--- src/rtl/projection_matrix_ctrl_if.sv ---
// rtl/projection_matrix_ctrl_if.sv - request, operand and result bundle of projection_matrix_ctrl
interface projection_matrix_ctrl_if #(
  parameter int WI = 8,
  parameter int WF = 8
);
  localparam int W = WI + WF;

  logic                  start;
  logic [W-1:0]          inv_tan;
  logic [W-1:0]          aspect_ratio;
  logic [W-1:0]          z_near;
  logic [W-1:0]          z_far;
  logic                  busy;
  logic                  done;
  logic [15:0][W-1:0]    projection_matrix;
  logic                  ovf;
  logic                  div_zero;

  modport master (
    output start, inv_tan, aspect_ratio, z_near, z_far,
    input  busy, done, projection_matrix, ovf, div_zero
  );

  modport slave (
    input  start, inv_tan, aspect_ratio, z_near, z_far,
    output busy, done, projection_matrix, ovf, div_zero
  );
endinterface

--- src/rtl/projection_matrix_ctrl.sv ---
// rtl/projection_matrix_ctrl.sv - serial perspective projection matrix generator (shared divider, fixed 52-cycle schedule)
module projection_matrix_ctrl #(
  parameter int WI = 8,
  parameter int WF = 8
) (
  input  logic                      clk_i,
  input  logic                      rstn_i,
  projection_matrix_ctrl_if.slave   bus_io
);
  localparam int W  = WI + WF;
  localparam int NQ = W + WF + 1;
  localparam int CW = $clog2(NQ);

  localparam logic [CW-1:0]       LAST    = CW'(NQ - 1);
  localparam logic [W-1:0]        POS_SAT = {1'b0, {(W-1){1'b1}}};
  localparam logic [W-1:0]        NEG_SAT = {1'b1, {(W-1){1'b0}}};
  localparam logic [W-1:0]        ONE     = W'(1 << WF);
  localparam logic [2*W:0]        HALF    = (2*W+1)'(1 << (WF - 1));
  localparam logic signed [2*W:0] SMAX    = {{(W+2){1'b0}}, {(W-1){1'b1}}};
  localparam logic signed [2*W:0] SMIN    = {{(W+2){1'b1}}, {(W-1){1'b0}}};

  typedef enum logic [2:0] {S_IDLE, S_LOAD, S_DIV_K, S_DIV_A, S_MUL, S_DONE} state_t;

  // Saturating helpers return {overflow, value}.
  function automatic logic [W:0] sat_w(input logic signed [2*W:0] x);
    if (x > SMAX) return {1'b1, POS_SAT};
    if (x < SMIN) return {1'b1, NEG_SAT};
    return {1'b0, x[W-1:0]};
  endfunction

  function automatic logic [W:0] mul_rnd(input logic signed [W-1:0] a, input logic signed [W-1:0] b);
    logic signed [2*W-1:0] p;
    logic [2*W:0]          mag;
    logic signed [2*W:0]   r;
    p   = a * b;
    mag = {1'b0, (p[2*W-1] ? -p : p)};
    mag = (mag + HALF) >> WF;
    r   = $signed(mag);
    return sat_w(p[2*W-1] ? -r : r);
  endfunction

  function automatic logic [W-1:0] mag_w(input logic [W-1:0] x);
    return x[W-1] ? -x : x;
  endfunction

  state_t             state_q;
  logic [CW-1:0]      cnt_q;
  logic [W-1:0]       inv_tan_q, aspect_q, z_near_q, z_far_q;
  logic [W-1:0]       sum_q, prod_q, k_q, tda_q;
  logic [W-1:0]       rem_q, dsor_q;
  logic [NQ-1:0]      dvd_q, quo_q;
  logic               qneg_q, dzero_q, dvd_neg_q;
  logic               ovf_acc_q, dz_acc_q;
  logic               busy_q, done_q, ovf_q, div_zero_q;
  logic [15:0][W-1:0] mat_q;

  logic signed [W+1:0] zn_x, zf_x, dist_x, sum_x;
  logic [W:0]          dist_s, sum_s, prod_s;
  logic [W:0]          rem_sh;
  logic                ge;
  logic [W-1:0]        rem_d;
  logic [NQ-1:0]       quo_d, qmag;
  logic [W-1:0]        qval;
  logic                q_ovf, q_dz;
  logic                ld_en;
  logic [W-1:0]        ld_dvd, ld_dsor;
  logic [W:0]          m10, m11a, m11s;
  logic signed [2*W:0] m11_x;
  logic [15:0][W-1:0]  mat_d;

  // Depth terms are formed two bits wider so -z and the differences never wrap before saturation.
  always_comb begin
    zn_x   = {{2{z_near_q[W-1]}}, z_near_q};
    zf_x   = {{2{z_far_q[W-1]}}, z_far_q};
    dist_x = zf_x - zn_x;
    sum_x  = -zn_x - zf_x;
    dist_s = sat_w({{(W-1){dist_x[W+1]}}, dist_x});
    sum_s  = sat_w({{(W-1){sum_x[W+1]}}, sum_x});
    prod_s = mul_rnd(z_far_q, z_near_q);
  end

  always_comb begin
    rem_sh = {rem_q, dvd_q[NQ-1]};
    ge     = rem_sh >= {1'b0, dsor_q};
    rem_d  = ge ? W'(rem_sh - {1'b0, dsor_q}) : rem_sh[W-1:0];
    quo_d  = {quo_q[NQ-2:0], ge};
    qmag   = {1'b0, quo_d[NQ-1:1]} + NQ'(quo_d[0]);
    q_ovf  = 1'b0;
    q_dz   = 1'b0;
    if (dzero_q) begin
      q_dz = 1'b1;
      qval = dvd_neg_q ? NEG_SAT : POS_SAT;
    end else if (qmag > NQ'(POS_SAT)) begin
      q_ovf = 1'b1;
      qval  = qneg_q ? NEG_SAT : POS_SAT;
    end else begin
      qval = qneg_q ? -qmag[W-1:0] : qmag[W-1:0];
    end
  end

  // The same divider runs 1/dist first, then is reloaded with inv_tan/aspect on the last DIV_K step.
  always_comb begin
    ld_en   = (state_q == S_LOAD) || (state_q == S_DIV_K && cnt_q == LAST);
    ld_dvd  = (state_q == S_LOAD) ? ONE : inv_tan_q;
    ld_dsor = (state_q == S_LOAD) ? dist_s[W-1:0] : aspect_q;
  end

  always_comb begin
    m10   = mul_rnd(sum_q, k_q);
    m11a  = mul_rnd(prod_q, k_q);
    m11_x = $signed({{(W+1){m11a[W-1]}}, m11a[W-1:0]}) <<< 1;
    m11s  = sat_w(m11_x);
    mat_d     = '0;
    mat_d[0]  = tda_q;
    mat_d[5]  = inv_tan_q;
    mat_d[10] = m10[W-1:0];
    mat_d[11] = m11s[W-1:0];
    mat_d[14] = ONE;
  end

  always_ff @(posedge clk_i or negedge rstn_i) begin
    if (!rstn_i) begin
      state_q    <= S_IDLE;
      cnt_q      <= '0;
      inv_tan_q  <= '0;
      aspect_q   <= '0;
      z_near_q   <= '0;
      z_far_q    <= '0;
      sum_q      <= '0;
      prod_q     <= '0;
      k_q        <= '0;
      tda_q      <= '0;
      rem_q      <= '0;
      dsor_q     <= '0;
      dvd_q      <= '0;
      quo_q      <= '0;
      qneg_q     <= 1'b0;
      dzero_q    <= 1'b0;
      dvd_neg_q  <= 1'b0;
      ovf_acc_q  <= 1'b0;
      dz_acc_q   <= 1'b0;
      busy_q     <= 1'b0;
      done_q     <= 1'b0;
      ovf_q      <= 1'b0;
      div_zero_q <= 1'b0;
      mat_q      <= '0;
    end else begin
      case (state_q)
        S_IDLE: begin
          if (bus_io.start) begin
            inv_tan_q <= bus_io.inv_tan;
            aspect_q  <= bus_io.aspect_ratio;
            z_near_q  <= bus_io.z_near;
            z_far_q   <= bus_io.z_far;
            ovf_acc_q <= 1'b0;
            dz_acc_q  <= 1'b0;
            busy_q    <= 1'b1;
            state_q   <= S_LOAD;
          end
        end
        S_LOAD: begin
          sum_q     <= sum_s[W-1:0];
          prod_q    <= prod_s[W-1:0];
          ovf_acc_q <= ovf_acc_q | dist_s[W] | sum_s[W] | prod_s[W];
          state_q   <= S_DIV_K;
        end
        S_DIV_K: begin
          if (cnt_q == LAST) begin
            k_q       <= qval;
            ovf_acc_q <= ovf_acc_q | q_ovf;
            dz_acc_q  <= dz_acc_q | q_dz;
            state_q   <= S_DIV_A;
          end
        end
        S_DIV_A: begin
          if (cnt_q == LAST) begin
            tda_q     <= qval;
            ovf_acc_q <= ovf_acc_q | q_ovf;
            dz_acc_q  <= dz_acc_q | q_dz;
            state_q   <= S_MUL;
          end
        end
        S_MUL: begin
          mat_q      <= mat_d;
          ovf_q      <= ovf_acc_q | m10[W] | m11a[W] | m11s[W];
          div_zero_q <= dz_acc_q;
          busy_q     <= 1'b0;
          done_q     <= 1'b1;
          state_q    <= S_DONE;
        end
        S_DONE: begin
          done_q  <= 1'b0;
          state_q <= S_IDLE;
        end
        default: state_q <= S_IDLE;
      endcase

      if (ld_en) begin
        dvd_q     <= {mag_w(ld_dvd), (WF+1)'(0)};
        dsor_q    <= mag_w(ld_dsor);
        qneg_q    <= ld_dvd[W-1] ^ ld_dsor[W-1];
        dzero_q   <= (ld_dsor == '0);
        dvd_neg_q <= ld_dvd[W-1];
        rem_q     <= '0;
        quo_q     <= '0;
        cnt_q     <= '0;
      end else if (state_q == S_DIV_K || state_q == S_DIV_A) begin
        rem_q <= rem_d;
        quo_q <= quo_d;
        dvd_q <= dvd_q << 1;
        cnt_q <= cnt_q + 1'b1;
      end
    end
  end

  assign bus_io.busy              = busy_q;
  assign bus_io.done              = done_q;
  assign bus_io.projection_matrix = mat_q;
  assign bus_io.ovf               = ovf_q;
  assign bus_io.div_zero          = div_zero_q;
endmodule

--- src/flat_wrapper.sv ---
// flat-port wrapper written by rule: the top's interface ports become plain ports
module projection_matrix_ctrl_flat 
#(
  parameter int WI = 8,
  parameter int WF = 8
)
  (clk_i, rstn_i, bus_io_start, bus_io_inv_tan, bus_io_aspect_ratio, bus_io_z_near, bus_io_z_far, bus_io_busy, bus_io_done, bus_io_projection_matrix, bus_io_ovf, bus_io_div_zero);
  projection_matrix_ctrl_if #(.WI(WI), .WF(WF)) bus_io_i ();
  input  logic clk_i;
  input  logic rstn_i;
  input wire logic [$bits(bus_io_i.start)-1:0] bus_io_start;
  input wire logic [$bits(bus_io_i.inv_tan)-1:0] bus_io_inv_tan;
  input wire logic [$bits(bus_io_i.aspect_ratio)-1:0] bus_io_aspect_ratio;
  input wire logic [$bits(bus_io_i.z_near)-1:0] bus_io_z_near;
  input wire logic [$bits(bus_io_i.z_far)-1:0] bus_io_z_far;
  output wire logic [$bits(bus_io_i.busy)-1:0] bus_io_busy;
  output wire logic [$bits(bus_io_i.done)-1:0] bus_io_done;
  output wire logic [$bits(bus_io_i.projection_matrix)-1:0] bus_io_projection_matrix;
  output wire logic [$bits(bus_io_i.ovf)-1:0] bus_io_ovf;
  output wire logic [$bits(bus_io_i.div_zero)-1:0] bus_io_div_zero;
  assign bus_io_i.start = bus_io_start;
  assign bus_io_i.inv_tan = bus_io_inv_tan;
  assign bus_io_i.aspect_ratio = bus_io_aspect_ratio;
  assign bus_io_i.z_near = bus_io_z_near;
  assign bus_io_i.z_far = bus_io_z_far;
  assign bus_io_busy = bus_io_i.busy;
  assign bus_io_done = bus_io_i.done;
  assign bus_io_projection_matrix = bus_io_i.projection_matrix;
  assign bus_io_ovf = bus_io_i.ovf;
  assign bus_io_div_zero = bus_io_i.div_zero;
  projection_matrix_ctrl #(.WI(WI), .WF(WF)) u_core (.clk_i(clk_i), .rstn_i(rstn_i), .bus_io(bus_io_i));
endmodule
--- config.mk ---
export PLATFORM = sky130hd
export DESIGN_NAME = projection_matrix_ctrl_flat
export DESIGN_NICKNAME = d
export VERILOG_FILES = /design/src/rtl/projection_matrix_ctrl_if.sv /design/src/rtl/projection_matrix_ctrl.sv /design/src/flat_wrapper.sv
export SDC_FILE = /design/constraint.sdc
export NUM_CORES = 2
export LEC_CHECK = 0
export ABC_AREA = 1
export BUFFER_PORTS_ARGS = -buffer_cell sky130_fd_sc_hd__buf_2
export CAP_MARGIN = 0
export CORE_MARGIN = 2
export CORE_UTILIZATION = 35
export CTS_CLUSTER_DIAMETER = 150
export DETAILED_ROUTE_END_ITERATION = 8
export PLACE_DENSITY = 0.49
export SLEW_MARGIN = 20
export SYNTH_ARGS = -nofsm -noshare
export SYNTH_HDL_FRONTEND = slang
export SYNTH_SLANG_ARGS = --single-unit
--- constraint.sdc ---
create_clock -name clk_i -period 12.2 [get_ports clk_i]
set_input_delay 2.44 -clock clk_i [delete_from_list [all_inputs] [get_ports clk_i]]
set_output_delay 2.44 -clock clk_i [all_outputs]
set_load 0.01 [all_outputs]
==> results.txt <==
Required time of the worst setup path: 12.72 ns
Peak Freq: 93.5 MHz
Pre-CTS setup slack: 1.57 ns
CP Capture Type: flop
Kind of critical path: flop to flop
Final setup margin: 1.51 ns
Cell Rows: 149
Placed wire-length estimate: 142,000 µm
CP max FO: 71
CTS Hold Buffers Added: 0
Slowest stage delay, CP: 0.66 ns
H-tree levels: 2
Placer Congestion: 0.907
Die Wd: 410 µm
Core area: 164,000 µm²
IO Pins: 327
Worst path arrival time: 11.22 ns
Final worst path period share: 87.6%
Total number of vias: 49,087
RSZ-0062 raised after global routing: no
Post-synthesis cell type count: 72
Final #Nets: 9,427
Dominant synthesized flop cell: dfrtp_1
Diode count: 0
Setup crit start kind: flop
Antenna viol nets, final: 0
Worst vdd ir: 0.0959 mV
Pre-antenna DRT Iters: 8
Tightest Hold Check Type: flop to flop
Layout area overhead: 5.86%
Via density per instance: 4.70
Minimum clock period after layout: 10.69 ns
Sw power: 0.566 mW
Max Cap Viol: 0
Starting Density: 35.1%
Commonest non-fill, non-tap cell in the layout: nand2_1
Clock group share of total power: 55.3%
Count of final hold-check violations: 0
Leakage: 36.7 nW
CTS buffer count: 40
Final wirelength: 171,000 µm
Ys Warns: 0
Post-synthesis register bit count: 282
Register area share after synthesis: 12.2%
Largest net degree at the start of global routing: 110
Post-Synthesis Cell Area: 57,700 µm²
Logic pwr share: 2.6%
Initial antenna violation count: 4
DR DRC count: 0
Die height: 410 µm
Commonest cells after routing, fill and taps aside: nand2_1 (2,417), inv_1 (1,844), fa_1 (789)
Setup Buffers After CTS: 0
Root cell of the clock tree: clkbuf_16
PostCTS Resize Cnt: 0
Sequential power share: 42.1%
Top cell by count, worst path: nand2_1
Final Power: 2.22 mW
Wire per inst: 16.4 µm
Post-synth ARST share: 100%
Relative slew slack: 32.6%
Status: finished clean
GR Util All Layers: 20.6%
First-pass GRT wire length: 277,000 µm
Synthesized instance count: 8,282
Vias in the first global route: 50,262
Die ar.: 168,000 µm²
Final Slew Violations: 0
Crit-path slowest cell: nor2_1
Reg clk slew, reported paths: 0.06 ns
Share of post-route cells with drive strength above 1: 7.41%
CTS tree: yes
PwrDens: 36.4 nW/µm²
Global route overflow: 0
Final TNS setup: 0 ns
Fillers: 17,838
Layout Skew: 0.0570 ns
Initial drt markers: 2,972
Sw frac: 25.5%
CTS Buffer Depth: 3
Clock sink total: 282
EDFF count, synth: 0
Worst-Skew Late Latency: 0.64 ns
Mean Syn Cell Area: 6.97 µm²
Worst Max-Slew Pin Slew: 1.01 ns
Port Buf Inserts: 135
Final Setup Violations: 0
Total internal power: 1.66 mW
## critical path: cells and delay by family (launching register included)
family | cells | cell delay, ns
buffers and inverters | 8 | 0.68
DFF | 1 | 0.60
and+or+nand+nor | 28 | 4.35
AOI/OAI and AO/OA | 2 | 0.29
xor gates and xnor gates | 1 | 0.25
adders and majority gates | 10 | 4.32
## registers in the layout (all words and copies together), names as in the netlist, 3 cells and up
register	cells
u_core.k_q	16
u_core.tda_q	16
u_core.sum_q	16
u_core.dvd_q	16
u_core.state_q	3
u_core.cnt_q	5
u_core.prod_q	16
u_core.dsor_q	16
u_core.aspect_q	16
u_core.z_far_q	16
u_core.bus_io.projection_matrix	65
u_core.inv_tan_q	16
u_core.z_near_q	16
u_core.rem_q	16
u_core.quo_q	24
## synth_stat cells, types with 36 or more instances
library cell / n / share of area [%]
nand2_1: 2418 / 16
inv_1: 1844 / 12
fa_1: 789 / 27
nor2_1: 461 / 3.0
nand3_1: 386 / 3.3
ha_1: 342 / 7.4
dfrtp_1: 282 / 12
clkbuf_1: 253 / 1.6
o21ai_0: 224 / 1.9
buf_4: 197 / 2.6
a21oi_1: 147 / 1.3
nand2_2: 118 / 1.3
nand4_1: 111 / 1.2
xor2_1: 96 / 1.5
nor2_2: 75 / 0.81
inv_2: 59 / 0.38
a31oi_1: 52 / 0.56
nor3_1: 52 / 0.45
xnor2_1: 47 / 0.71
nand3b_1: 36 / 0.47
o22ai_1: 36 / 0.39
## area by class of cell
type                       instances  area, µm²  share of cell area (%)
tap                             2189       2740                    4.48
multi-input combinational       5796      41600                    68.0
timing repair buffer             194       1160                    1.90
clock inverter                    19        279                   0.457
clock buffer                      52       1100                    1.79
inverter                        1915       7190                    11.8
sequential                       282       7060                    11.6
## routing by layer
layer / up-vias / GRT usage (%) / wire length, µm
met5: - / 0 / 13
met4: 2 / 4.82 / 3990
met3: 155 / 1.34 / 5930
met2: 851 / 36.0 / 82600
met1: 23921 / 27.7 / 78700
li1: 24158 / - / -
## power by group through the flow
stage / Combinational, mW / Sequential, mW / Clock [mW]
after CTS: 0.0590 / 0.936 / 1.27
after floorplan: 0.0709 / 0.953 / 0
after detailed placement: 0.0589 / 0.952 / 0
final: 0.0580 / 0.936 / 1.23
after global routing: 0.0671 / 0.935 / 1.31
after global placement: 0.0585 / 0.952 / 0
## path summary, 6_finish.rpt
check	to	slack [ns]	startpoint	depth (start not counted)
max in group asynchronous	u_core.z_near_q[14]	8.18	rstn_i	3
setup reg to reg	u_core.bus_io.projection_matrix[178]	1.51	u_core.prod_q[15]	49
min in group asynchronous	u_core.bus_io.projection_matrix[168]	1.93	rstn_i	1
setup / recovery	u_core.bus_io.projection_matrix[178]	1.51	u_core.prod_q[15]	49
hold / removal	u_core.bus_io.projection_matrix[232]	0.46	u_core.bus_io.projection_matrix[232]	1
hold reg to reg	u_core.bus_io.projection_matrix[232]	0.46	u_core.bus_io.projection_matrix[232]	1
## kinds of logic after synthesis
family          after synthesis  synth area share [%]
fa+ha+maj                  1131                  34.8
flops                       282                  12.2
compound gates              578                  5.90
other cells                   1               0.00650
simple gates               3752                  27.8
xor+xnor                    144                  2.20
buf+inv                    2394                  17.0
## per-stage QoR
step | instances | hold WS [ns] | cell area (µm²) | util (%)
global route | 10447 | 0.490 | 61100 | 37.2
detailed placement | 10375 | 0.453 | 59700 | 36.3
finish | 10447 | 0.465 | 61100 | 37.2
floorplan | 8472 | 0.437 | 58400 | -
CTS | 10446 | 0.466 | 61100 | 37.1
global placement | 10374 | 0.446 | 59700 | 36.3
Power figures use the tool's default switching activity.
